File: src/rtl/medidor_eco.sv
// Ultrasonic ranging front end: issues the sensor trigger, times the echo and
// reports the distance in whole centimetres with a one-cycle pronto strobe.
module medidor_eco #(
  parameter int W              = 7,
  parameter int TRIG_CYCLES    = 500,
  parameter int CM_CYCLES      = 2941,
  parameter int TIMEOUT_CYCLES = 1_500_000
) (
  input  logic         clock,
  input  logic         reset,
  input  logic         medir,
  input  logic         echo,
  output logic         trigger,
  output logic [W-1:0] distancia,
  output logic         pronto,
  output logic         erro,
  output logic [3:0]   db_estado
);

  localparam int MAXC = (TRIG_CYCLES > TIMEOUT_CYCLES) ? TRIG_CYCLES : TIMEOUT_CYCLES;
  localparam int CW   = $clog2(MAXC + 1);
  localparam int TW   = $clog2(CM_CYCLES + 1);

  localparam logic [CW-1:0] TRIG_LAST = CW'(TRIG_CYCLES - 1);
  localparam logic [CW-1:0] TOUT_LAST = CW'(TIMEOUT_CYCLES - 1);
  localparam logic [TW-1:0] TICK_LAST = TW'(CM_CYCLES - 1);
  localparam logic [W-1:0]  CM_MAX    = {W{1'b1}};

  localparam logic [3:0] S_INICIAL  = 4'd0;
  localparam logic [3:0] S_TRIGGER  = 4'd1;
  localparam logic [3:0] S_ESPERA   = 4'd2;
  localparam logic [3:0] S_MEDE     = 4'd3;
  localparam logic [3:0] S_ARMAZENA = 4'd4;
  localparam logic [3:0] S_FINAL    = 4'd5;
  localparam logic [3:0] S_ERRO     = 4'd7;

  logic          r_echoMeta, r_echoSync;
  logic [3:0]    r_state, w_next;
  logic [CW-1:0] r_cnt, w_cntNext;
  logic [TW-1:0] r_tick, w_tickNext;
  logic [W-1:0]  r_cm, w_cmNext;
  logic [W-1:0]  r_dist;
  logic          r_trigger, r_pronto, r_erro;

  always_comb begin
    w_next = r_state;
    case (r_state)
      S_INICIAL:  if (medir) w_next = S_TRIGGER;
      S_TRIGGER:  if (r_cnt == TRIG_LAST) w_next = S_ESPERA;
      S_ESPERA: begin
        if (r_echoSync)              w_next = S_MEDE;
        else if (r_cnt == TOUT_LAST) w_next = S_ERRO;
      end
      S_MEDE: begin
        if (!r_echoSync)             w_next = S_ARMAZENA;
        else if (r_cnt == TOUT_LAST) w_next = S_ERRO;
      end
      S_ARMAZENA: w_next = S_FINAL;
      S_FINAL:    w_next = medir ? S_TRIGGER : S_INICIAL;
      S_ERRO:     if (medir) w_next = S_TRIGGER;
      default:    w_next = S_INICIAL;
    endcase
  end

  // The cycle that sees echo rise in ESPERA is the first measured sample, so
  // entering MEDE already counts one; this keeps N equal to the raw width.
  always_comb begin
    w_tickNext = '0;
    w_cmNext   = '0;
    if (w_next != r_state) begin
      w_cntNext = (w_next == S_MEDE) ? CW'(1) : '0;
    end else if (r_state == S_TRIGGER || r_state == S_ESPERA || r_state == S_MEDE) begin
      w_cntNext = r_cnt + 1'b1;
    end else begin
      w_cntNext = '0;
    end
    if (w_next == S_MEDE) begin
      if (r_tick == TICK_LAST) begin
        w_cmNext = (r_cm == CM_MAX) ? r_cm : r_cm + 1'b1;
      end else begin
        w_tickNext = r_tick + 1'b1;
        w_cmNext   = r_cm;
      end
    end else if (w_next == S_ARMAZENA) begin
      w_cmNext = r_cm;
    end
  end

  always_ff @(posedge clock) begin
    if (reset) begin
      r_echoMeta <= 1'b0;
      r_echoSync <= 1'b0;
      r_state    <= S_INICIAL;
      r_cnt      <= '0;
      r_tick     <= '0;
      r_cm       <= '0;
      r_dist     <= '0;
      r_trigger  <= 1'b0;
      r_pronto   <= 1'b0;
      r_erro     <= 1'b0;
    end else begin
      r_echoMeta <= echo;
      r_echoSync <= r_echoMeta;
      r_state    <= w_next;
      r_cnt      <= w_cntNext;
      r_tick     <= w_tickNext;
      r_cm       <= w_cmNext;
      r_trigger  <= (w_next == S_TRIGGER);
      r_pronto   <= (w_next == S_FINAL);
      r_erro     <= (w_next == S_ERRO);
      if (r_state == S_ARMAZENA) r_dist <= r_cm;
    end
  end

  assign trigger   = r_trigger;
  assign distancia = r_dist;
  assign pronto    = r_pronto;
  assign erro      = r_erro;
  assign db_estado = r_state;

endmodule
File: config.mk
export PLATFORM = sky130hd
export DESIGN_NAME = medidor_eco
export DESIGN_NICKNAME = d
export VERILOG_FILES = /design/src/rtl/medidor_eco.sv
export SDC_FILE = /design/constraint.sdc
export NUM_CORES = 1
export LEC_CHECK = 0
export BUFFER_PORTS_ARGS = -buffer_cell sky130_fd_sc_hd__buf_4
export CORE_ASPECT_RATIO = 0.5
export CORE_UTILIZATION = 54
export DETAILED_ROUTE_END_ITERATION = 7
export PLACE_DENSITY = 0.75
export SLEW_MARGIN = 0
export SYNTH_ARGS = -nofsm -noshare
export SYNTH_HDL_FRONTEND = slang
export SYNTH_SLANG_ARGS = --single-unit
File: constraint.sdc
create_clock -name clock -period 2.26 [get_ports clock]
set_input_delay 0.339 -clock clock [delete_from_list [all_inputs] [get_ports clock]]
set_output_delay 0.339 -clock clock [all_outputs]
set_load 0.01 [all_outputs]
==> results.sh, run 1 <==
export IMPL_status="complete, but fails checks"
export IMPL_violations="negative setup slack"
export IMPL_postRouteAntennaNets=0
export IMPL_vdd_drop_max_mv=0.268
export IMPL_cts_tree="done"
export IMPL_fin_setup_tns_ps=-4200
export IMPL_areaGrowthSynthToFinish_pct=18.3
export IMPL_syn_area_per_cell_um2=8.81
export IMPL_grt_total_usage=0.227
export IMPL_vias_per_cell=5.48
export IMPL_power_density_nw_per_um2=496
export IMPL_maxSlewViolCount=0
export IMPL_startpoint="r_cnt[19]$_SDFF_PP0_"
export IMPL_finalCritPeriodShare=1.08
export IMPL_hold_class="input pin to flop"
export IMPL_drt_pass1_iterations=4
export IMPL_period_needed_ps=2440
export IMPL_synth_simple_area_share=0.328
export IMPL_pwr_share_clk=0.347
export IMPL_gp_congestion=0.824
export IMPL_muxShareOfSynthArea=0.0531
export IMPL_synth_ff_type="dfxtp_1"
export IMPL_fp_dieH_um=52.5
export IMPL_critPathKind="flop to flop"
export IMPL_timing_fmax_ghz=0.410
export IMPL_yosys_warnings=0
export IMPL_setup_violations=40
export IMPL_die_area_um2=5410
export IMPL_grt_pass1_wl_mm=9.27
export IMPL_finalHoldViolations=0
export IMPL_fin_skew_ps=5.06
export IMPL_netlist_area_leader_share=0.407
export IMPL_crit_path_start_kind="flop"
export IMPL_ys_seq_area_frac=0.407
export IMPL_yosysTopAreaCell="dfxtp_1"
export IMPL_synthXorXnorAreaFrac=0.0921
export IMPL_clk_pin_slew_worst_paths_ps=90
export IMPL_synthAdderAreaFrac=0.0182
export IMPL_ys_seq_elements=56
export IMPL_layout_drive_gt1_share=0.221
export IMPL_rsz0062_at_grt="true"
export IMPL_setup_slack_ps=-176
export IMPL_async_reset_ff_frac=0
export IMPL_switchingPower_mw=0.355
export IMPL_num_rows=17
export IMPL_cts_made_buffers=5
export IMPL_cts_htree_levels=2
export IMPL_start_util=0.594
export IMPL_nNetsFinal=355
export IMPL_p_total_mw=1.62
export IMPL_core_um2=4640
export IMPL_vias=2268
export IMPL_globalRouteOverflowTotal=0
export IMPL_drc=0
export IMPL_required_ps=2510
export IMPL_cts_root_buf="clkbuf_8"
export IMPL_clk_latency_ps=310
export IMPL_yosysUniqueCellTypes=54
export IMPL_grt_start_max_net_pins=25
export IMPL_critical_path_max_fanout=6
export IMPL_fin_area_um2=3260
export IMPL_ioPinCount=18
export IMPL_combPwrFrac=0.039
export IMPL_dp_cells=405
export IMPL_final_core_util=0.703
export IMPL_die_w_um=103
export IMPL_synth_compound_area_frac=0.0613
export IMPL_grt_pass1_vias=2237
export IMPL_hold_start="echo"
export IMPL_synth_edf_count=0
export IMPL_p_leak_nw=1.14
export IMPL_timing_rr_start="r_cnt[19]$_SDFF_PP0_"
export IMPL_numClockSinks=56
export IMPL_p_seq_frac=0.614
export IMPL_dp_slack_ps=-173
export IMPL_cap_violations=0
export IMPL_p_sw_frac=0.219
export IMPL_antenna_found_initial=0
export IMPL_drtIter0Drc=71
export IMPL_avgRoutedWirePerCell_um=13.6
export IMPL_stdcell_count=414
export IMPL_ys_top_cells_by_area="dfxtp_1 41%, nor2_1 6.8%, xnor2_1 5.1%"
export IMPL_fillerInstances=385
export IMPL_dpl_cell_area_um2=3100
export IMPL_antennaDiodeCount=0
export IMPL_syn_inst=313
export IMPL_timing_hold_ws_ps=263
export IMPL_dp_hpwl_mm=4.12
export IMPL_crit_path_end_kind="flop"
export IMPL_synthesis_area_um2=2760
export IMPL_numPortBuffers=17
export IMPL_arrival_ps=2690
export IMPL_synth_fp_nets=321
export IMPL_clock_path_buffers=2
export IMPL_wl_mm=5.65
export IMPL_synth_top_family_by_area="simple AND/OR/NAND/NOR gates"
export IMPL_internal_power_mw=1.26
-- worst max-delay path: stages, from the launching register on --
cell and delay (ps):
dfxtp_2 330, or4_4 530, or4_4 540, o31a_1 270, and3b_2 320, nand3_4 110
buf_12 180, nor2_4 90
-- cell type report --
class	count	area [um^2]	area share
Clock inverter	2	10.0	0.00307
Inverter	7	26.3	0.00806
Sequential cell	56	1120	0.344
Clock buffer	6	82.6	0.0253
Tap cell	66	82.6	0.0253
Timing Repair Buffer	42	362	0.111
Multi-Input combinational cell	235	1580	0.483
-- registers in the layout, indices dropped and copies added, names as in the netlist --
| name | flops |
|---|---|
| erro | 1 |
| r_cnt | 21 |
| r_echoMeta | 1 |
| db_estado | 4 |
| r_tick | 12 |
| r_cm | 7 |
| trigger | 1 |
| distancia | 7 |
| r_echoSync | 1 |
| pronto | 1 |
-- placed cells by master (no fill, tap or decap), types with 3 or more instances in the layout --
cell type	synthesis	final
nand4_1	9	9
nor4_1	8	7
mux2_2	5	5
clkbuf_8	0	6
ha_1	4	4
dfxtp_1	56	55
nand2_1	20	20
and2_1	3	3
a21oi_1	8	7
nor2b_1	5	5
buf_4	0	38
nand2b_1	4	4
nor2_1	50	48
o211ai_1	3	3
xnor2_1	16	16
nor2_4	8	11
and3_1	10	10
inv_1	7	7
nand3_1	20	20
nor3_1	6	6
mux2i_1	9	9
xor2_1	13	13
-- what timing repair did --
item | in CTS | in global routing
buffers inserted | 0 | 0
hold buffers | 0 | 0
endpoints found under the setup margin | 33 | 43
cloned | 0 | 1
pin swaps | 0 | 4
resized for setup | 2 | 9
-- synth_stat cells, types with 2 or more instances --
cell and number:
and4b_1 2, nand2_1 20, nand2b_1 4, nor4_1 8, nor2_4 8, a21oi_1 8
mux2i_1 9, inv_1 7, xnor2_1 16, nor2b_1 5, clkbuf_1 11, nand3b_1 2
xor2_1 13, nor2_2 2, nor2_1 50, dfxtp_1 56, nand4_1 9, ha_1 4
and3_1 10, nand3_1 20, nor3_1 6, and3b_1 3, o211ai_1 3, mux2_2 5
and2_1 3
-- power by group through the flow --
stage	Combinational [mW]	Clock, mW	Sequential (mW)
3_5_place_dp	0.0613	0	1.02
5_1_grt	0.0684	0.610	0.994
4_1_cts	0.0614	0.576	0.993
2_1_floorplan	0.0336	0	1.02
6_report	0.0632	0.562	0.993
3_3_place_gp	0.0594	0	1.02
-- logic make-up (layout without fill, tap and decap cells) --
family / count (synthesis) / in the layout
flops: 56 / 56
mux: 14 / 14
simple gates: 163 / 163
other cells: 1 / 1
compound gates: 24 / 24
xor+xnor: 29 / 29
fa+ha+maj: 4 / 4
buf+inv: 22 / 57
-- routing by layer --
metal  up-vias  global-route usage  share of wire
met4         0              0.0869          0.014
met2        20               0.433           0.51
met1      1089               0.248           0.45
met3         9              0.0533          0.022
li1       1150                   -              -
met5         -                   0              0
-- path summary, 6_finish.rpt --
check / end / slack, ps / depth (start not counted)
max reg2reg: r_tick[2]$_SDFF_PP0_ / -180 / 7
min reg2reg: r_echoSync$_SDFF_PP0_ / 440 / 1
min: r_echoMeta$_SDFF_PP0_ / 260 / 2
max: r_tick[2]$_SDFF_PP0_ / -180 / 7
(Power assumes the default switching activity.)
==> run 2: changes to the inputs <==
--- a/config.mk
+++ b/config.mk
@@ -8,9 +8,11 @@
 export BUFFER_PORTS_ARGS = -buffer_cell sky130_fd_sc_hd__buf_4
 export CORE_ASPECT_RATIO = 0.5
 export CORE_UTILIZATION = 54
+export CTS_BUF_LIST = sky130_fd_sc_hd__clkbuf_4 sky130_fd_sc_hd__clkbuf_8 sky130_fd_sc_hd__clkbuf_16
 export DETAILED_ROUTE_END_ITERATION = 7
 export PLACE_DENSITY = 0.75
 export SLEW_MARGIN = 0
 export SYNTH_ARGS = -nofsm -noshare
 export SYNTH_HDL_FRONTEND = slang
 export SYNTH_SLANG_ARGS = --single-unit
+export TNS_END_PERCENT = 30
==> results.sh, run 2 (synthesized netlist as in run 1, its figures left out) <==
export IMPL_rsz0062_at_grt="true"
export IMPL_p_seq_frac=0.569
export IMPL_violations="negative setup slack"
export IMPL_final_cell_mix="55 x dfxtp_1, 50 x nor2_1, 34 x buf_4"
export IMPL_clk_pin_slew_worst_paths_ps=100
export IMPL_top_register="r_cnt"
export IMPL_drtIter0Drc=43
export IMPL_final_common_cell="dfxtp_1"
export IMPL_p_leak_nw=1.12
export IMPL_switchingPower_mw=0.380
export IMPL_numClockSinks=56
export IMPL_globalRouteOverflowTotal=0
export IMPL_status="complete, but fails checks"
export IMPL_clk_latency_ps=320
export IMPL_grt_pass1_vias=2150
export IMPL_vias_per_cell=5.55
export IMPL_gp_congestion=0.855
export IMPL_relSlewSlack=0.652
export IMPL_die_w_um=103
export IMPL_die_area_um2=5410
export IMPL_drc=0
export IMPL_wl_mm=5.58
export IMPL_timing_fmax_ghz=0.418
export IMPL_fillerInstances=392
export IMPL_cts_tree="done"
export IMPL_setup_violations=20
export IMPL_postCtsSetupBuffers=0
export IMPL_cts_htree_levels=2
export IMPL_timing_rr_start="r_cnt[19]$_SDFF_PP0_"
export IMPL_layout_drive_gt1_share=0.206
export IMPL_clock_path_buffers=2
export IMPL_postRouteAntennaNets=0
export IMPL_avgRoutedWirePerCell_um=13.6
export IMPL_fp_dieH_um=52.5
export IMPL_period_needed_ps=2400
export IMPL_num_rows=17
export IMPL_crit_path_start_kind="flop"
export IMPL_top_regs="r_cnt (21), r_tick (12)"
export IMPL_internal_power_mw=1.37
export IMPL_crit_path_end_kind="flop"
export IMPL_dp_hpwl_mm=4.00
export IMPL_cts_made_buffers=5
export IMPL_dpl_cell_area_um2=3090
export IMPL_largest_reg_flops=21
export IMPL_vdd_drop_max_mv=0.359
export IMPL_startpoint="r_cnt[19]$_SDFF_PP0_"
export IMPL_grt_pass1_wl_mm=9.59
export IMPL_required_ps=2520
export IMPL_hold_start="echo"
export IMPL_tightest_slew_ps=517
export IMPL_core_um2=4640
export IMPL_p_total_mw=1.75
export IMPL_antenna_found_initial=0
export IMPL_fin_area_um2=3220
export IMPL_arrival_ps=2650
export IMPL_p_sw_frac=0.217
export IMPL_vias=2274
export IMPL_ioPinCount=18
export IMPL_cap_violations=0
export IMPL_start_util=0.594
export IMPL_antennaDiodeCount=0
export IMPL_areaGrowthSynthToFinish_pct=16.9
export IMPL_critPathKind="flop to flop"
export IMPL_finalCritPeriodShare=1.06
export IMPL_power_density_nw_per_um2=542
export IMPL_maxSlewViolCount=0
export IMPL_grt_total_usage=0.235
export IMPL_pwr_share_clk=0.394
export IMPL_nNetsFinal=351
export IMPL_fin_skew_ps=11.0
export IMPL_finalHoldViolations=0
export IMPL_cts_root_buf="clkbuf_8"
export IMPL_critical_path_max_fanout=7
export IMPL_drt_pass1_iterations=7
export IMPL_numPortBuffers=17
export IMPL_grt_start_max_net_pins=25
export IMPL_hold_class="input pin to flop"
export IMPL_combPwrFrac=0.037
export IMPL_setup_slack_ps=-135
[run 2: changes by cell type in the layout (fill, tap and decap cells not counted), moves of 2 or more]
cell / change
buf_4: -4
clkinv_2: -2
nor2_4: -3
nor2_1: +2
[run 2: stage by stage]
stage,hold WS [ps],utilization,std cells,TNS (ps),worst slack (ps)
6_report,221,0.695,410,-1980,-135
5_1_grt,214,0.695,410,-4550,-207
4_1_cts,219,0.694,410,-1990,-156
3_5_place_dp,438,0.667,402,-2820,-195
3_3_place_gp,431,0.667,402,-1610,-108
2_1_floorplan,414,-,313,-1900,-161
[run 2: worst max-delay path, cell delays in order, from the launching register on]
cell and delay, ps:
dfxtp_2 330, or4_4 530, or4_4 540, o31a_1 280
and3b_2 300, buf_6 140, o211ai_1 80, a21oi_1 150
[run 2: power groups by stage]
stage | combinational (mW) | clock, mW | sequential, mW
detailed placement | 0.0638 | 0 | 1.02
finish | 0.0651 | 0.688 | 0.994
global placement | 0.0618 | 0 | 1.02
global route | 0.0710 | 0.734 | 0.994
floorplan | 0.0335 | 0 | 1.02
CTS | 0.0649 | 0.702 | 0.993
[run 2: metal layers]
layer  track usage  vias to the layer above  routed length [um]
met2         0.397                       43                2650
met4         0.108                        0                 103
met3        0.0640                       12                 209
met1         0.283                     1078                2620
li1              -                     1141                   -
met5             0                        -                   0
[run 2: final timing paths]
kind / to / slack [ps] / cells after the start
hold / removal: r_echoMeta$_SDFF_PP0_ / 220 / 2
setup reg to reg: r_cm[4]$_SDFFE_PP0P_ / -140 / 7
hold reg to reg: r_echoSync$_SDFF_PP0_ / 460 / 1
setup / recovery: r_cm[4]$_SDFFE_PP0P_ / -140 / 7
[run 2: what timing repair did]
| item | 4_1_cts | 5_1_grt |
|---|---|---|
| pin swaps | 2 | 5 |
| resized for setup | 4 | 2 |
| setup endpoints to repair | 40 | 41 |
| hold buffers | 0 | 0 |
[run 2: cell type report]
cell class | count | area [um^2] | area share
multi-input combinational | 235 | 1550 | 0.481
sequential | 56 | 1120 | 0.348
timing repair buffer | 38 | 327 | 0.101
tap | 66 | 82.6 | 0.0256
clock buffer | 6 | 76.3 | 0.0237
clock inverter | 2 | 38.8 | 0.0120
inverter | 7 | 26.3 | 0.00816
